[src/rtl/row_writeback.sv]
// Serialises one next-state row per handshake into WORD_W-bit BRAM writes,
// ping-ponging between two frame banks that swap when the last row lands.
module row_writeback #(
    parameter int ROW_W     = 1280,
    parameter int WORD_W    = 32,
    parameter int NUM_ROWS  = 720,
    parameter int ROW_IDX_W = 10,
    parameter int ADDR_W    = 16
) (
    input  logic                 out_stream_aclk,
    input  logic                 out_stream_aresetn,
    input  logic                 row_valid,
    output logic                 row_ready,
    input  logic [ROW_W-1:0]     row_data,
    input  logic [ROW_IDX_W-1:0] row_idx,
    output logic                 bram_we,
    output logic [ADDR_W-1:0]    bram_addr,
    output logic [WORD_W-1:0]    bram_wdata,
    output logic                 write_bank,
    output logic                 display_bank,
    output logic                 frame_done,
    output logic                 row_err
);

    localparam int WPR        = ROW_W / WORD_W;
    localparam int BANK_WORDS = NUM_ROWS * WPR;
    localparam int CNT_W      = $clog2(WPR + 1);

    localparam logic [CNT_W-1:0]     WPR_C     = CNT_W'(WPR);
    localparam logic [ADDR_W-1:0]    WPR_A     = ADDR_W'(WPR);
    localparam logic [ADDR_W-1:0]    BANK_A    = ADDR_W'(BANK_WORDS);
    localparam logic [ROW_IDX_W-1:0] LAST_IDX  = ROW_IDX_W'(NUM_ROWS - 1);

    localparam logic [1:0] IDLE  = 2'd0;
    localparam logic [1:0] WRITE = 2'd1;
    localparam logic [1:0] DONE  = 2'd2;

    if (ROW_W % WORD_W != 0) begin : g_bad_row_w
        $error("row_writeback: ROW_W must be a multiple of WORD_W");
    end
    if (longint'(2) * BANK_WORDS > (longint'(1) << ADDR_W)) begin : g_bad_addr_w
        $error("row_writeback: ADDR_W too narrow for two frame banks");
    end

    logic [1:0]        state;
    logic [ROW_W-1:0]  shift_q;
    logic [ADDR_W-1:0] base_q;
    logic [CNT_W-1:0]  word_cnt;
    logic              last_q;
    logic [ADDR_W-1:0] next_base;

    always_comb begin
        next_base = (write_bank ? BANK_A : '0) + ADDR_W'(row_idx) * WPR_A;
    end

    always_ff @(posedge out_stream_aclk or negedge out_stream_aresetn) begin
        if (!out_stream_aresetn) begin
            state        <= IDLE;
            row_ready    <= 1'b1;
            bram_we      <= 1'b0;
            bram_addr    <= '0;
            bram_wdata   <= '0;
            write_bank   <= 1'b0;
            display_bank <= 1'b1;
            frame_done   <= 1'b0;
            row_err      <= 1'b0;
            shift_q      <= '0;
            base_q       <= '0;
            word_cnt     <= '0;
            last_q       <= 1'b0;
        end else begin
            frame_done <= 1'b0;
            row_err    <= 1'b0;
            case (state)
                IDLE: begin
                    if (row_valid && row_ready) begin
                        if (row_idx <= LAST_IDX) begin
                            // Word 0 is issued on acceptance so writes occupy
                            // the WPR cycles directly after the handshake.
                            bram_we    <= 1'b1;
                            bram_addr  <= next_base;
                            bram_wdata <= row_data[WORD_W-1:0];
                            shift_q    <= row_data >> WORD_W;
                            base_q     <= next_base;
                            last_q     <= (row_idx == LAST_IDX);
                            word_cnt   <= CNT_W'(1);
                            row_ready  <= 1'b0;
                            state      <= WRITE;
                        end else begin
                            row_err <= 1'b1;
                        end
                    end
                end
                WRITE: begin
                    if (word_cnt == WPR_C) begin
                        bram_we  <= 1'b0;
                        word_cnt <= '0;
                        if (last_q) begin
                            frame_done   <= 1'b1;
                            write_bank   <= ~write_bank;
                            display_bank <= ~display_bank;
                            state        <= DONE;
                        end else begin
                            row_ready <= 1'b1;
                            state     <= IDLE;
                        end
                    end else begin
                        bram_addr  <= base_q + ADDR_W'(word_cnt);
                        bram_wdata <= shift_q[WORD_W-1:0];
                        shift_q    <= shift_q >> WORD_W;
                        word_cnt   <= word_cnt + 1'b1;
                    end
                end
                DONE: begin
                    row_ready <= 1'b1;
                    state     <= IDLE;
                end
                default: begin
                    bram_we   <= 1'b0;
                    row_ready <= 1'b1;
                    state     <= IDLE;
                end
            endcase
        end
    end

endmodule
[config.mk]
export PLATFORM = sky130hd
export DESIGN_NAME = row_writeback
export DESIGN_NICKNAME = d
export VERILOG_FILES = /design/src/rtl/row_writeback.sv
export SDC_FILE = /design/constraint.sdc
export NUM_CORES = 2
export LEC_CHECK = 0
export CELL_PAD_IN_SITES_DETAIL_PLACEMENT = 2
export CELL_PAD_IN_SITES_GLOBAL_PLACEMENT = 2
export CORE_AREA = 2 2 529 531
export CTS_CLUSTER_SIZE = 10
export DETAILED_ROUTE_END_ITERATION = 8
export DIE_AREA = 0 0 531 533
export PLACE_DENSITY = 0.61
export SYNTH_ARGS = -nofsm -noshare
export SYNTH_HDL_FRONTEND = slang
export SYNTH_SLANG_ARGS = --single-unit
[constraint.sdc]
create_clock -name out_stream_aclk -period 2.8 [get_ports out_stream_aclk]
set_input_delay 0.28 -clock out_stream_aclk [delete_from_list [all_inputs] [get_ports out_stream_aclk]]
set_output_delay 0.28 -clock out_stream_aclk [all_outputs]
set_load 0.005 [all_outputs]
# Yosys cells after proc, flatten, opt, wreduce, memory -nomap -nowiden
# Cells that the tools add are included.
word_totals:
  register_bits: 1359
  wordCells: 77
op_classes:
  add_sub_neg: 3
  n_mul: 1
  n_lt_le_gt_ge: 1
  n_eq_ne: 9
  mux: 37
  bitwise: 3
  n_reduce_logical: 10
op_table:
  columns: ["op", "n"]
  rows:
  - ["1280-bit two-way mux", 3]
  - ["1280-bit one-hot mux with 2 select lines", 1]
  - ["32-bit two-way mux", 3]
  - ["32-bit one-hot mux with 2 select lines", 1]
  - ["16-bit two-way mux", 3]
  - ["16-bit one-hot mux with 2 select lines", 1]
  - ["6-bit two-way mux", 3]
  - ["15-bit by 16-bit adder with 16-bit output", 1]
  - ["16-bit by 6-bit adder with 16-bit output", 1]
  - ["15-bit two-way mux", 1]
  - ["10-bit by 3-bit multiplier with 13-bit output (second input constant)", 1]
  - ["1-bit two-way mux", 13]
  - ["6-bit one-hot mux with 2 select lines", 1]
  - ["3-bit AND reduction", 4]
  - ["4-bit AND reduction", 3]
  - ["10-bit equality test (second input constant)", 1]
  - ["10-bit less-or-equal comparator (second input constant)", 1]
  - ["2-bit inequality test (second input constant)", 5]
  - ["2-bit two-way mux", 4]
  - ["6-bit by 1-bit adder with 6-bit output (second input constant)", 1]
  - ["6-bit equality test (second input constant)", 1]
  - ["2-bit one-hot mux with 2 select lines", 1]
  - ["1-bit inverter", 3]
  - ["1-bit one-hot mux with 3 select lines", 1]
  - ["6 further kinds", 6]

# Depth between registers and ports, before layout
depth:
  ltp_word: 5
  ltp_mapped: 16
  mapped_depth_nobuf: 16

# Worst setup path before layout
# No wires, ideal clock.
synth_path:
  kind: "in2reg"
  from: "in row_idx[1]"
  to: "reg bram_addr[15]"
  arrival_ns: 3.049
  setup_slack_ns: -0.318
  stages: 16
  n_path_buf: 0
  path_cell_list: "ha_1 -> ha_1 -> inv_1 -> fa_1 -> nand2b_1 -> a21oi_1 -> o21ai_0 -> nand2b_1 -> a21o_1 -> a21oi_1 -> xnor2_1 -> ha_1 -> or3_1 -> a31o_4 -> a211o_1 -> nand3_1"
synth_via:
  elab_chain_cells: 5
  word_cells_on_any_way: 8
synth_rtl:
  columns: ["item", "line_no", "text"]
  rows:
  - ["start, declared", "15", "input logic [ROW_IDX_W-1:0] row_idx,"]
  - ["10-bit by 3-bit multiplier with 13-bit output", "53", "next_base = (write_bank ? BANK_A : '0) + ADDR_W'(row_idx) * WPR_A;"]
  - ["15-bit by 16-bit adder with 16-bit output", "53", null]
  - ["16-bit two-way mux", "77", "if (row_idx <= LAST_IDX) begin"]
  - ["16-bit two-way mux", "76", "if (row_valid && row_ready) begin"]
  - ["16-bit one-hot mux with 2 select lines", "74", "case (state)"]
  - ["end signal, assigned", "81", "bram_addr <= next_base;"]
  - ["end signal, assigned", "108", "bram_addr <= base_q + ADDR_W'(word_cnt);"]
  - ["end, declared", "17", "output logic [ADDR_W-1:0] bram_addr,"]
# Several ways; a longest one is shown, not always the timed one. The select of a mux whose other input is x is not followed.
# A chain may end at the register's enable or synchronous reset.

# Final worst setup path
layout_path:
  from: "in row_idx[1]"
  to: "reg base_q[15]"
layout_via:
  elab_chain_cells: 2
  word_cells_on_any_way: 4
layout_rtl:
  columns: ["item", "line_no", "text"]
  rows:
  - ["10-bit by 3-bit multiplier with 13-bit output or 10-bit less-or-equal comparator (tied branches)", "53, 77", null]
  - ["15-bit by 16-bit adder with 16-bit output or 3-bit AND reduction (tied branches)", null, null]
  - ["end signal, assigned", "84", "base_q <= next_base;"]
  - ["end, declared", "47", "logic [ADDR_W-1:0] base_q;"]
# Several ways; a longest one is shown, not always the timed one.

==> metrics.txt <==
met2 wire len 157000 um; clock buffer count from CTS 170; crit path max fanout 4; Skew-Pair Late Insertion Delay 0.84 ns; slowest CP cell clkdlybuf4s50_1; Worst Max-Slew Pin Slew 0.809 ns; DR WL met3 14700 um; synthesis-stage register bit count 1324; die span in y 533 um; Nets 10400; GPL Wtd Cong 0.862; DRT iter0 DRCs 3606; final WL 329000 um; final hold vios 0; grt total ovfl 0; largest net degree at the start of global routing 132; initial core utilization 21.4%; peak supply drop 0.708 mV; post-DR wirelength/cell 25.4 um; antenna viol nets, final 0; Reg clk slew, reported paths 0.06 ns; Clock Tree Buf Depth 3; R2R depth 9; All-Layer GR Usage 22.6%; outcome finished clean; async set or reset register ratio after synthesis 100%; hold_ws 0.0165 ns; Leakage Power 38.7 nW; CTS H-tree lvls 4; Max Fclk 366 MHz; setup TNS 0 ns; FP Rows 194; die width 531 um; Synth Flop Type dfrtp_1; via/cell ratio 4.67; DR top layer met5; Final Critical Period 2.74 ns; vias in the first global route 66500; layout cell share with drive strength beyond 1 6.31%; via count 60500; core area 0.278 mm2; clock skew 0.0493 ns; DRC viols 0; sequential fraction of the synthesis area 55.6%; P per Cell Area 1150 mW/mm2; die area 0.283 mm2; synth-to-layout area growth 51.1%; DRT Pass-1 Iters 5; I/O Buffers 1346; largest area contributor in the netlist dfrtp_1; antenna violations before repair 84; MaxCap Viol Count 0; WP data arrival 3.47 ns; synthesized cell area 0.0596 mm2; worst r2r dst shift_q[34]; Max Slew Vio Count 0; slowest cell delay on critical path 0.48 ns; yosys warns 0; FF-to-FF Start row_ready; number of flops mapped to enable cells by yosys 0; FF-to-FF setup slack 0.19 ns; Root Buffer Master clkbuf_16; Met1 Wirelength 146000 um; cells along the critical path clkdlybuf4s50_1 > ha_4 > ha_4 > inv_2 > fa_2 > nand2b_4 > a21oi_2 > o21ai_1 > nand2b_1 > a21o_1 > a21oi_2 > xnor2_1 > ha_2 > or3_1 > a31o_4 > a21o_1 > a31oi_1; Worst Setup Path Type primary input to flip-flop; Slew headroom 46.1%; synthesized instance count 7252; clock sink total 1324; syn_area_per_cell 8.22 um2; first-pass GRT wire length 472000 um; fin crit share 97.7%; Synth area leaders dfrtp_1 (56%), nand2_1 (16%), a31oi_1 (13%), nor2_1 (8.0%), clkbuf_1 (2.1%); hpwl dp 252000 um; Setup violations, final 0; postcts setup bufs 0; CP startpoint kind primary input; total nets after synthesis 8573; Cell variety after synth 56; Critical Path RT 3.54 ns; worst min path class primary input to asynchronous set/reset pin; Setup crit end kind flip-flop; Layout Utilization 32.4%; Synth top area share 55.5%; clock tree from TritonCTS yes; Boundary Pins 1347
[cell usage in the layout, fill, tap and decap left out, types with 39 or more instances in the layout]
cell and count:
buf_4 212, clkbuf_16 173, clkbuf_8 39, buf_12 95
dlygate4sd3_1 558, nand2_1 2605, nand3_1 41, diode_2 44
clkbuf_1 48, nor2_1 1271, a31oi_1 1253, dfrtp_1 1321
clkdlybuf4s50_1 1342
[state kept, by name, indices dropped and copies added (netlist names), 2 cells and up]
signal and flops:
state 2, base_q 13, bram_wdata 32, shift_q 1248, word_cnt 6, bram_addr 16
[through the flow]
stage               area [um2]  power [mW]  instances  setup slack (ns)
floorplan                59600        60.5       7252           -0.0478
global placement         78900        80.2      12100            -0.806
detailed placement       78900        81.9      12100            -0.806
CTS                      89900         105      12900             0.106
global route             90000         112      12900           -0.0441
finish                   90100         104      12900            0.0645
[synth_stat cells, types with 2 or more instances]
library cell     n
nand2b_1         5
nand3_1         41
buf_4            4
and3_1           5
o21ai_1          2
dfrtp_1       1322
ha_1            26
dfstp_2          2
xnor2_1         10
nor2_1        1271
nor3_1           4
nand2_1       2605
nor2_4           3
o21a_1           4
nand4_1          5
or3_1            2
xor2_1          12
and4_1           3
buf_1            6
o21ai_0         24
a31oi_1       1253
nor2b_1          5
inv_1           13
buf_2          228
a21o_1           5
a22o_1           5
clkbuf_1       337
a21oi_1         19
fa_1             2
o31ai_1          2
nand4b_1         2
[per-layer routing]
| layer | up-vias | global-route usage [%] |
|---|---|---|
| li1 | 27800 | - |
| met1 | 30700 | 29.7 |
| met4 | 36 | 6.75 |
| met5 | - | 0 |
| met3 | 420 | 3.46 |
| met2 | 1550 | 38.1 |
[layout make-up]
class / instances / area [um2]
clock buffers: 260 / 5050
inverters: 14 / 60.1
well taps: 3724 / 4660
clock inverters: 29 / 425
multi-input cells: 5339 / 24100
diodes: 44 / 110
flip-flops and latches: 1324 / 33100
repair buffers: 2211 / 22600
fillers: 31000 / 188000
[timing repair]
| action | CTS | global route |
|---|---|---|
| setup endpoints to repair | 0 | 2 |
| hold buffers | 556 | 2 |
| resized for setup | 0 | 7 |
| endpoints found under the hold margin | 1117 | 1 |
[worst max-delay path by stage]
stage	startpoint	endpoint	slack (ns)	cells after the start
after floorplan	row_idx[3]	bram_addr[15]	-0.05	16
after global placement	row_idx[3]	bram_addr[15]	-0.81	17
after detailed placement	row_idx[3]	base_q[15]	-0.81	17
after CTS	row_idx[3]	base_q[15]	0.11	17
after global routing	row_idx[1]	bram_addr[15]	-0.04	17
final	row_idx[1]	base_q[15]	0.06	17
[power breakdown]
part	total [mW]	switching (mW)	internal [mW]	leakage (nW)
registers	36.5	7.09	29.4	15.4
clock network	22.0	9.37	12.6	2.68
logic	45.4	28.4	16.9	20.7
total	104	44.9	58.9	38.7
[kinds of logic (layout without fill, tap and decap cells)]
family | Yosys count | count (layout) | synth area share (%)
xor+xnor | 22 | 22 | 0.323
compound gates | 1329 | 1329 | 14.0
simple gates | 3960 | 3960 | 25.3
flops | 1324 | 1324 | 55.6
buf+inv | 589 | 2514 | 4.21
other cells | 0 | 44 | 0
fa+ha+maj | 28 | 28 | 0.613
[worst max-delay path, delay by kind of cell]
family	cells	cell delay [ns]
AOI/OAI and AO/OA	7	0.95
adders and majority gates	4	0.97
xor gates and xnor gates	1	0.12
buffers and inverters	2	0.52
and+or+nand+nor	3	0.62
No activity file was read; power rests on OpenSTA's default activity.
